==> src/rtl/vga_scan_gen.sv <==
// vga_scan_gen: raster timing source. Divides clk into a pixel enable, scans
// x/y across the full line/frame, and produces registered active-low syncs,
// blanking (video_on) and a frame_start pulse.
// Optional feature macro: VGA_FRAME_CNT_EN adds an 8-bit frame counter port.
module vga_scan_gen #(
  parameter int unsigned CLK_DIV   = 4,
  parameter int unsigned H_DISPLAY = 640,
  parameter int unsigned H_FRONT   = 16,
  parameter int unsigned H_SYNC    = 96,
  parameter int unsigned H_BACK    = 48,
  parameter int unsigned V_DISPLAY = 480,
  parameter int unsigned V_FRONT   = 10,
  parameter int unsigned V_SYNC    = 2,
  parameter int unsigned V_BACK    = 33
) (
  input  logic       clk,
  input  logic       rst_n,
  output logic       p_tick,
  output logic [9:0] x,
  output logic [9:0] y,
  output logic       hsync,
  output logic       vsync,
  output logic       video_on,
  output logic       frame_start
`ifdef VGA_FRAME_CNT_EN
  ,
  output logic [7:0] frame_cnt
`endif
);

  localparam int unsigned H_TOTAL = H_DISPLAY + H_FRONT + H_SYNC + H_BACK;
  localparam int unsigned V_TOTAL = V_DISPLAY + V_FRONT + V_SYNC + V_BACK;
  localparam int unsigned DIV_W   = $clog2(CLK_DIV);

  localparam logic [DIV_W-1:0] DIV_LAST = DIV_W'(CLK_DIV - 1);
  localparam logic [9:0] X_LAST   = 10'(H_TOTAL - 1);
  localparam logic [9:0] Y_LAST   = 10'(V_TOTAL - 1);
  localparam logic [9:0] HS_FIRST = 10'(H_DISPLAY + H_FRONT);
  localparam logic [9:0] HS_LAST  = 10'(H_DISPLAY + H_FRONT + H_SYNC - 1);
  localparam logic [9:0] VS_FIRST = 10'(V_DISPLAY + V_FRONT);
  localparam logic [9:0] VS_LAST  = 10'(V_DISPLAY + V_FRONT + V_SYNC - 1);
  localparam logic [9:0] X_VIS    = 10'(H_DISPLAY);
  localparam logic [9:0] Y_VIS    = 10'(V_DISPLAY);

  logic [DIV_W-1:0] div_q, div_d;
  logic             p_tick_q, p_tick_d;
  logic [9:0]       x_q, x_d;
  logic [9:0]       y_q, y_d;
  logic             hsync_q, hsync_d;
  logic             vsync_q, vsync_d;
  logic             frame_start_q, frame_start_d;
`ifdef VGA_FRAME_CNT_EN
  logic [7:0]       frame_cnt_q, frame_cnt_d;
`endif

  // Next-state: divider, scan counters, and syncs decoded from the next
  // coordinates so sync and x/y change on the same edge.
  always_comb begin
    div_d         = (div_q == DIV_LAST) ? '0 : div_q + DIV_W'(1);
    p_tick_d      = (div_q == DIV_LAST);
    x_d           = x_q;
    y_d           = y_q;
    frame_start_d = 1'b0;
    if (p_tick_q) begin
      if (x_q == X_LAST) begin
        x_d = '0;
        if (y_q == Y_LAST) begin
          y_d           = '0;
          frame_start_d = 1'b1;
        end else begin
          y_d = y_q + 10'd1;
        end
      end else begin
        x_d = x_q + 10'd1;
      end
    end
    hsync_d = !((x_d >= HS_FIRST) && (x_d <= HS_LAST));
    vsync_d = !((y_d >= VS_FIRST) && (y_d <= VS_LAST));
`ifdef VGA_FRAME_CNT_EN
    frame_cnt_d = frame_start_d ? frame_cnt_q + 8'd1 : frame_cnt_q;
`endif
  end

  // State registers with asynchronous active-low reset.
  always_ff @(posedge clk or negedge rst_n) begin
    if (!rst_n) begin
      div_q         <= '0;
      p_tick_q      <= 1'b0;
      x_q           <= '0;
      y_q           <= '0;
      hsync_q       <= 1'b1;
      vsync_q       <= 1'b1;
      frame_start_q <= 1'b0;
`ifdef VGA_FRAME_CNT_EN
      frame_cnt_q   <= '0;
`endif
    end else begin
      div_q         <= div_d;
      p_tick_q      <= p_tick_d;
      x_q           <= x_d;
      y_q           <= y_d;
      hsync_q       <= hsync_d;
      vsync_q       <= vsync_d;
      frame_start_q <= frame_start_d;
`ifdef VGA_FRAME_CNT_EN
      frame_cnt_q   <= frame_cnt_d;
`endif
    end
  end

  // Blanking decoded directly from the registered coordinates.
  always_comb begin
    video_on = (x_q < X_VIS) && (y_q < Y_VIS);
  end

  assign p_tick      = p_tick_q;
  assign x           = x_q;
  assign y           = y_q;
  assign hsync       = hsync_q;
  assign vsync       = vsync_q;
  assign frame_start = frame_start_q;
`ifdef VGA_FRAME_CNT_EN
  assign frame_cnt   = frame_cnt_q;
`endif

endmodule

==> config.mk <==
export PLATFORM = sky130hd
export DESIGN_NAME = vga_scan_gen
export DESIGN_NICKNAME = d
export VERILOG_FILES = /design/src/rtl/vga_scan_gen.sv
export SDC_FILE = /design/constraint.sdc
export NUM_CORES = 1
export LEC_CHECK = 0
export ABC_AREA = 0
export CAP_MARGIN = 15
export CORE_MARGIN = 5
export CORE_UTILIZATION = 40
export CTS_CLUSTER_DIAMETER = 120
export CTS_CLUSTER_SIZE = 28
export DETAILED_ROUTE_END_ITERATION = 8
export PLACE_DENSITY = 0.74
export SYNTH_ARGS = -nofsm -noshare
export SYNTH_HDL_FRONTEND = slang
export SYNTH_SLANG_ARGS = --single-unit
==> constraint.sdc <==
create_clock -name clk -period 2 [get_ports clk]
set_input_delay 0.3 -clock clk [delete_from_list [all_inputs] [get_ports clk]]
set_output_delay 0.3 -clock clk [all_outputs]
set_load 0.02 [all_outputs]
Word-level counts from Yosys, hierarchy flattened
Index checks and enable logic that the tools add are counted.
Widths: inputs -> output; s select.
- add/subtract/negate cells: 3
- magnitude comparators: 6
- equal/unequal tests: 3
- multiplexer cells: 9
- reduce and logical (&&, ||, !) cells: 5
- operator list (operator ; number):
    $mux 10 ; 5
    $add 10x1->10 const B ; 2
    $eq 10x10->1 const B ; 2
    $ge 10x10->1 const B ; 1
    $ge 10x9->1 const B ; 1
    $le 10x10->1 const B ; 1
    $le 10x9->1 const B ; 1
    $lt 10x10->1 const B ; 1
    $lt 10x9->1 const B ; 1
    $logic_and 1x1->1 ; 3
    $mux 1 ; 3
    $add 2x1->2 const B ; 1
    $eq 2x2->1 const B ; 1
    $logic_not 1->1 ; 2
    $mux 2 ; 1
- flip-flop bits (word level): 26
- output and inout port bits: 25

Longest topological paths before layout
Gate-level depths: netlist (run 1).
- word-level depth: 7
- depth in mapped cells: 7
- depth with buffers taken out: 7

Least setup slack after synthesis (run 1)
Ideal clock, no wire load.
- kind: register to register
- start: register x_q[0], in the netlist x[0]
- end: register hsync_q, in the netlist hsync
- arrival: 1740 ps
- required time: 1918 ps
- path slack: 178 ps
- stages on the path, launching flop included: 8
- cells stage by stage: dfrtp_1 > ha_1 > and4_1 > buf_2 > nor3b_1 > a211oi_1 > o21ai_0 > a211o_1
- cells in the longest elaborated chain, start to end: 6
- elaborated cells on any way between the ends: 8
- ends and longest elaborated chain (what ; line ; RTL):
    start, declared ; 47 ; logic [9:0] x_q, x_d;
    start signal, assigned ; 89 ; x_q <= '0;
    start signal, assigned ; 100 ; x_q <= x_d;
    $add 10x1->10 / $eq 10x10->1 (equally long branches) ; 74, 65 ;
    $mux 10 ; 65 ; if (x_q == X_LAST) begin
    $mux 10 * ; 64 ; if (p_tick_q) begin
    $ge 10x10->1 / $le 10x10->1 (equally long branches) ; 77 ; hsync_d = !((x_d >= HS_FIRST) && (x_d <= HS_LAST));
    $logic_and 1x1->1 * ; 77 ;
    $logic_not 1->1 * ; 77 ;
    named net hsync_d ; 49 ; logic hsync_q, hsync_d;
    end signal, assigned ; 102 ; hsync_q <= hsync_d;
    end, declared ; 49 ;
Mark *: on every way through the listed nets, which the timed path passes. The rest lies on a longest branch.

Final worst setup path (run 1)
Ends and elaborated chain as after synthesis.

==> results of run 1 <==
[placed cells by master, fill, tap and decap left out, types with 2 or more instances in the layout]
| master | n |
|---|---|
| buf_4 | 7 |
| nor2_1 | 11 |
| nand4_1 | 6 |
| xnor2_1 | 9 |
| and3_2 | 3 |
| and4b_1 | 2 |
| a21oi_1 | 3 |
| nor2b_1 | 2 |
| o21ai_0 | 15 |
| a211oi_1 | 2 |
| nor4b_1 | 2 |
| and2_1 | 4 |
| a21o_1 | 2 |
| o31ai_1 | 2 |
| xor2_1 | 4 |
| dfstp_2 | 2 |
| ha_1 | 4 |
| inv_1 | 8 |
| clkdlybuf4s50_1 | 25 |
| nand3_1 | 8 |
| dfrtp_1 | 24 |
| and3_1 | 2 |
| nand2_1 | 14 |
| clkbuf_8 | 4 |
[worst max-delay path: cells and delay by family, from the launching register on]
kind	cells	cell delay, ns
AO/OA/AOI/OAI	3	0.64
adder cells (fa/ha/maj)	1	0.25
flip-flops	1	0.42
AND/OR/NAND/NOR	2	0.48
[per-stage QoR]
step / util, % / worst slack (ns) / std cells / hold WS [ns]
2_1_floorplan: - / 0.1779 / 163 / 0.004409
3_3_place_gp: 49.60 / 0.2219 / 233 / 0.4144
3_5_place_dp: 49.60 / 0.1743 / 233 / 0.4279
4_1_cts: 51.04 / 0.1513 / 237 / 0.3891
5_1_grt: 51.04 / 0.02206 / 237 / 0.4234
6_report: 51.04 / 0.1396 / 237 / 0.3852
[report_power, final]
| group | total, mW | switching, mW | internal [mW] |
|---|---|---|---|
| sequential | 0.525 | 0 | 0.525 |
| clock | 0.338 | 0.162 | 0.176 |
| combinational | 0.0130 | 0.0100 | 0.00298 |
| total | 0.876 | 0.172 | 0.705 |
[layout make-up]
class                           instances  area [um2]  share of cell area, %
Sequential cell                        26       653.1                  34.18
Timing Repair Buffer                   33       311.5                  16.31
Multi-Input combinational cell        118       800.8                  41.91
Inverter                                8       30.03                  1.572
Clock buffer                            4       55.05                  2.881
Tap cell                               48       60.06                  3.143
[sequential cells by signal (all words and copies together), names as in the netlist]
register	flops
p_tick	1
x	10
vsync	1
y	10
hsync	1
div_q	2
frame_start	1
[layer usage]
metal  GRT usage (%)  up-vias  routed length [um]
li1                -      632                   -
met1           19.20      605                1573
met2           20.64       31                1568
met3           2.479        5                 152
met4           5.533        0                  56
met5               0        -                   0
[how the worst min path moves through the flow]
| stage | slack, ns | to | cells past startpoint |
|---|---|---|---|
| 6_report | 0.39 | x[4]$_DFF_PN0_ | 2 |
| 2_1_floorplan | 0.004 | div_q[0]$_DFF_PN0_ | 0 |
| 5_1_grt | 0.42 | x[4]$_DFF_PN0_ | 2 |
| 3_5_place_dp | 0.43 | div_q[0]$_DFF_PN0_ | 1 |
| 3_3_place_gp | 0.41 | div_q[0]$_DFF_PN0_ | 1 |
| 4_1_cts | 0.39 | x[4]$_DFF_PN0_ | 2 |
[cell families (layout without fill, tap and decap cells)]
logic type	count (synthesis)	count (layout)	synth area share, %
and+or+nand+nor	67	67	25.94
DFF	26	26	41.53
buffers and inverters	19	45	7.557
xor gates and xnor gates	13	13	7.240
adders and majority gates	5	5	3.819
AOI/OAI and AO/OA	33	33	13.92
==> flow_summary_export.csv, run 1 <==
group,metric,value,unit
synth,synth_fp_nets,169,
floorplan,fp.dieH,72.71,um
synth,synth_edf_count,0,
synth,yosysUniqueCellTypes,51,
floorplan,io_pins,27,
placement,dp.final_hpwl,2489,um
timing,slew_viol_final,0,
routing,num_vias,1273,
synth,synth_area_leaders,"dfrtp_1, xnor2_1, o21ai_0, dfstp_2, nand2_1",
worst_setup_path,crit_path_max_incr_delay,0.42,ns
timing,fin_crit_sh,93.02,%
worst_setup_path,r2r-start,"x[0]$_DFF_PN0_",
synth,yosysWarnings,0,
layout,drive_gt1_share,12.17,%
layout,fillers,364,
synth,synth_flop_cell,"dfrtp_1",
routing,wirelength,3351,um
clocking,cts_sinks,26,
worst_setup_path,worstReg2RegEnd,"hsync$_DFF_PN1_",
timing,maxSlewHeadroom,75.92,%
synth,synth_top_area_cell,"dfrtp_1",
worst_setup_path,end_kind,"register",
timing,setup_viol,0,
worst_setup_path,crit_start,"x[0]$_DFF_PN0_",
routing,drtAntennaViolNets,0,
global_route,grt_pass1_vias,1094,
routing,wl_per_cell,14.14,um
clocking,clockBufferDepth,2,
floorplan,core-area,3744,um2
layout,diodes,0,
timing,worstMarginPinSlew,0.3585,ns
worst_setup_path,critPathKind,"reg2reg",
routing,viasPerCell,5.371,
floorplan,die_w,72.71,um
global_route,grt_max_degree,27,
clocking,cts_setup_buffers,0,
power,powerDensity,458.7,nW/um2
timing,tns,0,ns
worst_setup_path,crit_path_top_delay_cell,"dfrtp_1",
status,status,"complete, no violations",
synth,ys_ff_latch,26,
clocking,cts_hold_buf,0,
clocking,ctsHtreeMaxLevel,1,
power,max-vdd-ir-drop,0.2851,mV
clocking,clkLatencyLatePin,0.27,ns
global_route,grt_overflow,0,
worst_setup_path,startpoint_type,"register",
placement,place_area,1857,um2
layout,area_growth,21.48,%
clocking,clkTransAtPathRegs,0.09,ns
routing,dr.pass1.iters,4,
power,power,0.8765,mW
global_route,antenna_found_initial,0,
layout,fin_area,1911,um2
synth,post-synth-top-count-cell,"dfrtp_1",
worst_setup_path,worstPathArrival,2.06,ns
synth,syn_area,1573,um2
timing,fmax,537.5,MHz
min_path,hold_path.class,"in2async",
timing,period_needed,1.860,ns
clocking,ctsResizeCount,1,
timing,rsz0062_at_grt,"false",
floorplan,initial_core_util,42.01,%
synth,async_flop_share,100.0,%
worst_setup_path,crit_required,2.20,ns
timing,hold_viol,0,
synth,syn_area_per_cell,9.649,um2
floorplan,die_area,5286,um2
job,drv_cap,0,
synth,postSynthCellCount,163,
clocking,cts_tree,"done",
routing,drtIter0Drc,117,
synth,synth_common_cells,"dfrtp_1, o21ai_0, nand2_1",
clocking,clk_root_buffer_cell,"clkbuf_8",
routing,drc,0,
worst_setup_path,endpoint,"hsync$_DFF_PN1_",
floorplan,row_count,22,
placement,globalplace.congestion,0.8550,
global_route,grtUsageTotal,13.68,%
synth,seq_area_frac_synth,41.53,%
global_route,grt_pass1_wl,5658,um
power,leakage,0.7941,nW
timing,fin_skew,0.004915,ns
clocking,numCtsBuffers,3,
worst_setup_path,r2r_slack,0.14,ns
worst_setup_path,path_cells,"ha_1, and4_1, nor3b_1, a211oi_1, o21ai_0, a211o_1",
layout,layout.nets,196,
worst_setup_path,reg2reg_depth,6,
worst_setup_path,critical_path_peak_fanout,8,
synth,synth_top_area_share,38.19,%
placement,io_buffers,26,
Power figures use the tool's default switching activity.
==> run 2, diff against run 1 <==
--- a/config.mk
+++ b/config.mk
@@ -8,11 +8,11 @@
 export ABC_AREA = 0
 export CAP_MARGIN = 15
 export CORE_MARGIN = 5
-export CORE_UTILIZATION = 40
+export CORE_UTILIZATION = 30
 export CTS_CLUSTER_DIAMETER = 120
 export CTS_CLUSTER_SIZE = 28
 export DETAILED_ROUTE_END_ITERATION = 8
-export PLACE_DENSITY = 0.74
+export PLACE_DENSITY = 0.61
 export SYNTH_ARGS = -nofsm -noshare
 export SYNTH_HDL_FRONTEND = slang
 export SYNTH_SLANG_ARGS = --single-unit
==> constraint.sdc (replaced) <==
create_clock -name clk -period 2 [get_ports clk]
set_input_delay 0.3 -clock clk [delete_from_list [all_inputs] [get_ports clk]]
set_output_delay 0.3 -clock clk [all_outputs]
set_load 0.01 [all_outputs]
==> flow_summary_export.csv, run 2 (same netlist as run 1, synthesis figures left out) <==
group,metric,value,unit
status,status,"complete, no violations",
worst_setup_path,crit_start,"x[0]$_DFF_PN0_",
timing,tns,0,ns
timing,worstMarginPinSlew,0.3935,ns
worst_setup_path,crit_path_top_delay_cell,"dfrtp_1",
layout,fin_cells,261,
job,drv_cap,0,
routing,viasPerCell,4.977,
worst_setup_path,endpoint,"hsync$_DFF_PN1_",
worst_setup_path,crit_path_max_incr_delay,0.42,ns
global_route,gr-usage-met3,3.145,%
placement,io_buffers,26,
global_route,grtUsageTotal,11.09,%
global_route,grt_pass1_vias,1200,
clocking,ctsHtreeMaxLevel,1,
floorplan,row_count,26,
worst_setup_path,cp_num_cells,6,
floorplan,die_area,6791,um2
floorplan,core-area,5107,um2
worst_setup_path,r2r-start,"x[0]$_DFF_PN0_",
layout,final_cell_mix,"clkdlybuf4s50_1, dfrtp_1, nand2_1, o21ai_0, nor2_1",
power,leakage,0.8057,nW
clocking,clkLatencyLatePin,0.27,ns
routing,drc,0,
clocking,numCtsBuffers,3,
global_route,use_met2,18.27,%
worst_setup_path,reg2reg_depth,6,
timing,hold_viol,0,
worst_setup_path,worstReg2RegEnd,"hsync$_DFF_PN1_",
routing,drtIter0Drc,46,
timing,maxSlewHeadroom,73.57,%
worst_setup_path,worstPathArrival,2.05,ns
placement,placed_cells,256,
clocking,cts_hold_buf,0,
power,powerDensity,494.5,nW/um2
worst_setup_path,path_delay_family,"compound AO/OA/AOI/OAI gates",
timing,slew_viol_final,0,
worst_setup_path,r2r_slack,0.15,ns
worst_setup_path,crit_required,2.20,ns
timing,rsz0062_at_grt,"false",
floorplan,initial_core_util,30.79,%
worst_setup_path,end_kind,"register",
routing,dr.pass1.iters,4,
worst_setup_path,critical_path_peak_fanout,8,
worst_setup_path,startpoint_type,"register",
clocking,cts_tree,"done",
placement,globalplace.congestion,0.8027,
floorplan,fp.dieH,82.41,um
routing,wirelength,3482,um
power,max-vdd-ir-drop,0.3630,mV
routing,num_vias,1299,
timing,fmax,540.4,MHz
layout,post-route-util,38.73,%
global_route,grt_pass1_wl,5789,um
floorplan,die_w,82.41,um
worst_setup_path,critPathKind,"reg2reg",
min_path,hold_path.class,"in2async",
worst_setup_path,cp_num_buf_inv,0,
layout,fillers,528,
timing,period_needed,1.850,ns
layout,diodes,0,
global_route,grt_max_degree,27,
clocking,clk_root_buffer_cell,"clkbuf_8",
routing,drtAntennaViolNets,0,
layout,final_common_cell,"clkdlybuf4s50_1",
layout,area_growth,25.78,%
worst_setup_path,path_cells,"ha_1, and4_1, nor3b_1, a211oi_1, o21ai_0, a211o_1",
layout,layout.nets,198,
global_route,use_met1,14.80,%
timing,setup_viol,0,
clocking,clockBufferDepth,2,
global_route,grt_overflow,0,
timing,fin_skew,0.006785,ns
routing,wl_per_cell,13.34,um
placement,dp.final_hpwl,2554,um
global_route,antenna_found_initial,0,
layout,drive_gt1_share,15.18,%
timing,fin_crit_sh,92.52,%
clocking,cts_sinks,26,
floorplan,io_pins,27,
global_route,grt.busiest_layer,"met2",
clocking,clkTransAtPathRegs,0.10,ns
## run 2: where the power goes
part           total [mW]  switching (mW)  internal, mW
Sequential          0.525               0         0.525
Clock               0.440           0.172         0.268
Combinational      0.0132          0.0102       0.00299
Total               0.978           0.182         0.796
## run 2: metal layers
layer,routed length [um],part of all wire (%),vias up
met5,0,0,-
met4,14,0.40,0
met3,212,6.1,2
met2,1625,47,30
met1,1629,47,634
li1,-,-,633
## run 2: area by class of cell
type	count	area, um2	area share (%)
clock buffers	3	41.29	2.087
flip-flops and latches	26	658.1	33.27
inverters	8	30.03	1.518
repair buffers	35	330.3	16.70
clock inverters	1	30.03	1.518
multi-input cells	118	800.8	40.48
well taps	70	87.58	4.428
## run 2: timing repair
item,4_1_cts,5_1_grt
setup buffers,0,1
gates resized for setup,0,7
setup endpoints to repair,0,2
## run 2: worst min path at each step
stage                         endpoint  slack, ns  depth (start not counted)
global route            y[0]$_DFF_PN0_       0.42                          2
floorplan           div_q[0]$_DFF_PN0_      0.004                          0
detailed placement  div_q[0]$_DFF_PN0_       0.42                          1
CTS                     y[0]$_DFF_PN0_       0.40                          2
finish                  y[0]$_DFF_PN0_       0.39                          2
global placement    div_q[0]$_DFF_PN0_       0.42                          1
## run 2: worst reg2reg max path, delay by kind of cell (launching register included)
family | cells | cell delay, ns
and+or+nand+nor | 2 | 0.48
DFF | 1 | 0.42
AOI/OAI and AO/OA | 3 | 0.63
adders and majority gates | 1 | 0.25
## run 2: per-stage QoR
step                      worst slack, ns  hold slack [ns]  area, um2  total power [mW]
final                              0.1496           0.3851       1978            0.9782
after global routing              0.03918           0.4178       1978             1.021
after CTS                        0.009350           0.3988       1963            0.9908
after detailed placement           0.1784           0.4231       1892            0.5499
after global placement             0.2410           0.4158       1892            0.5497
after floorplan                    0.2364         0.004409       1573            0.5358
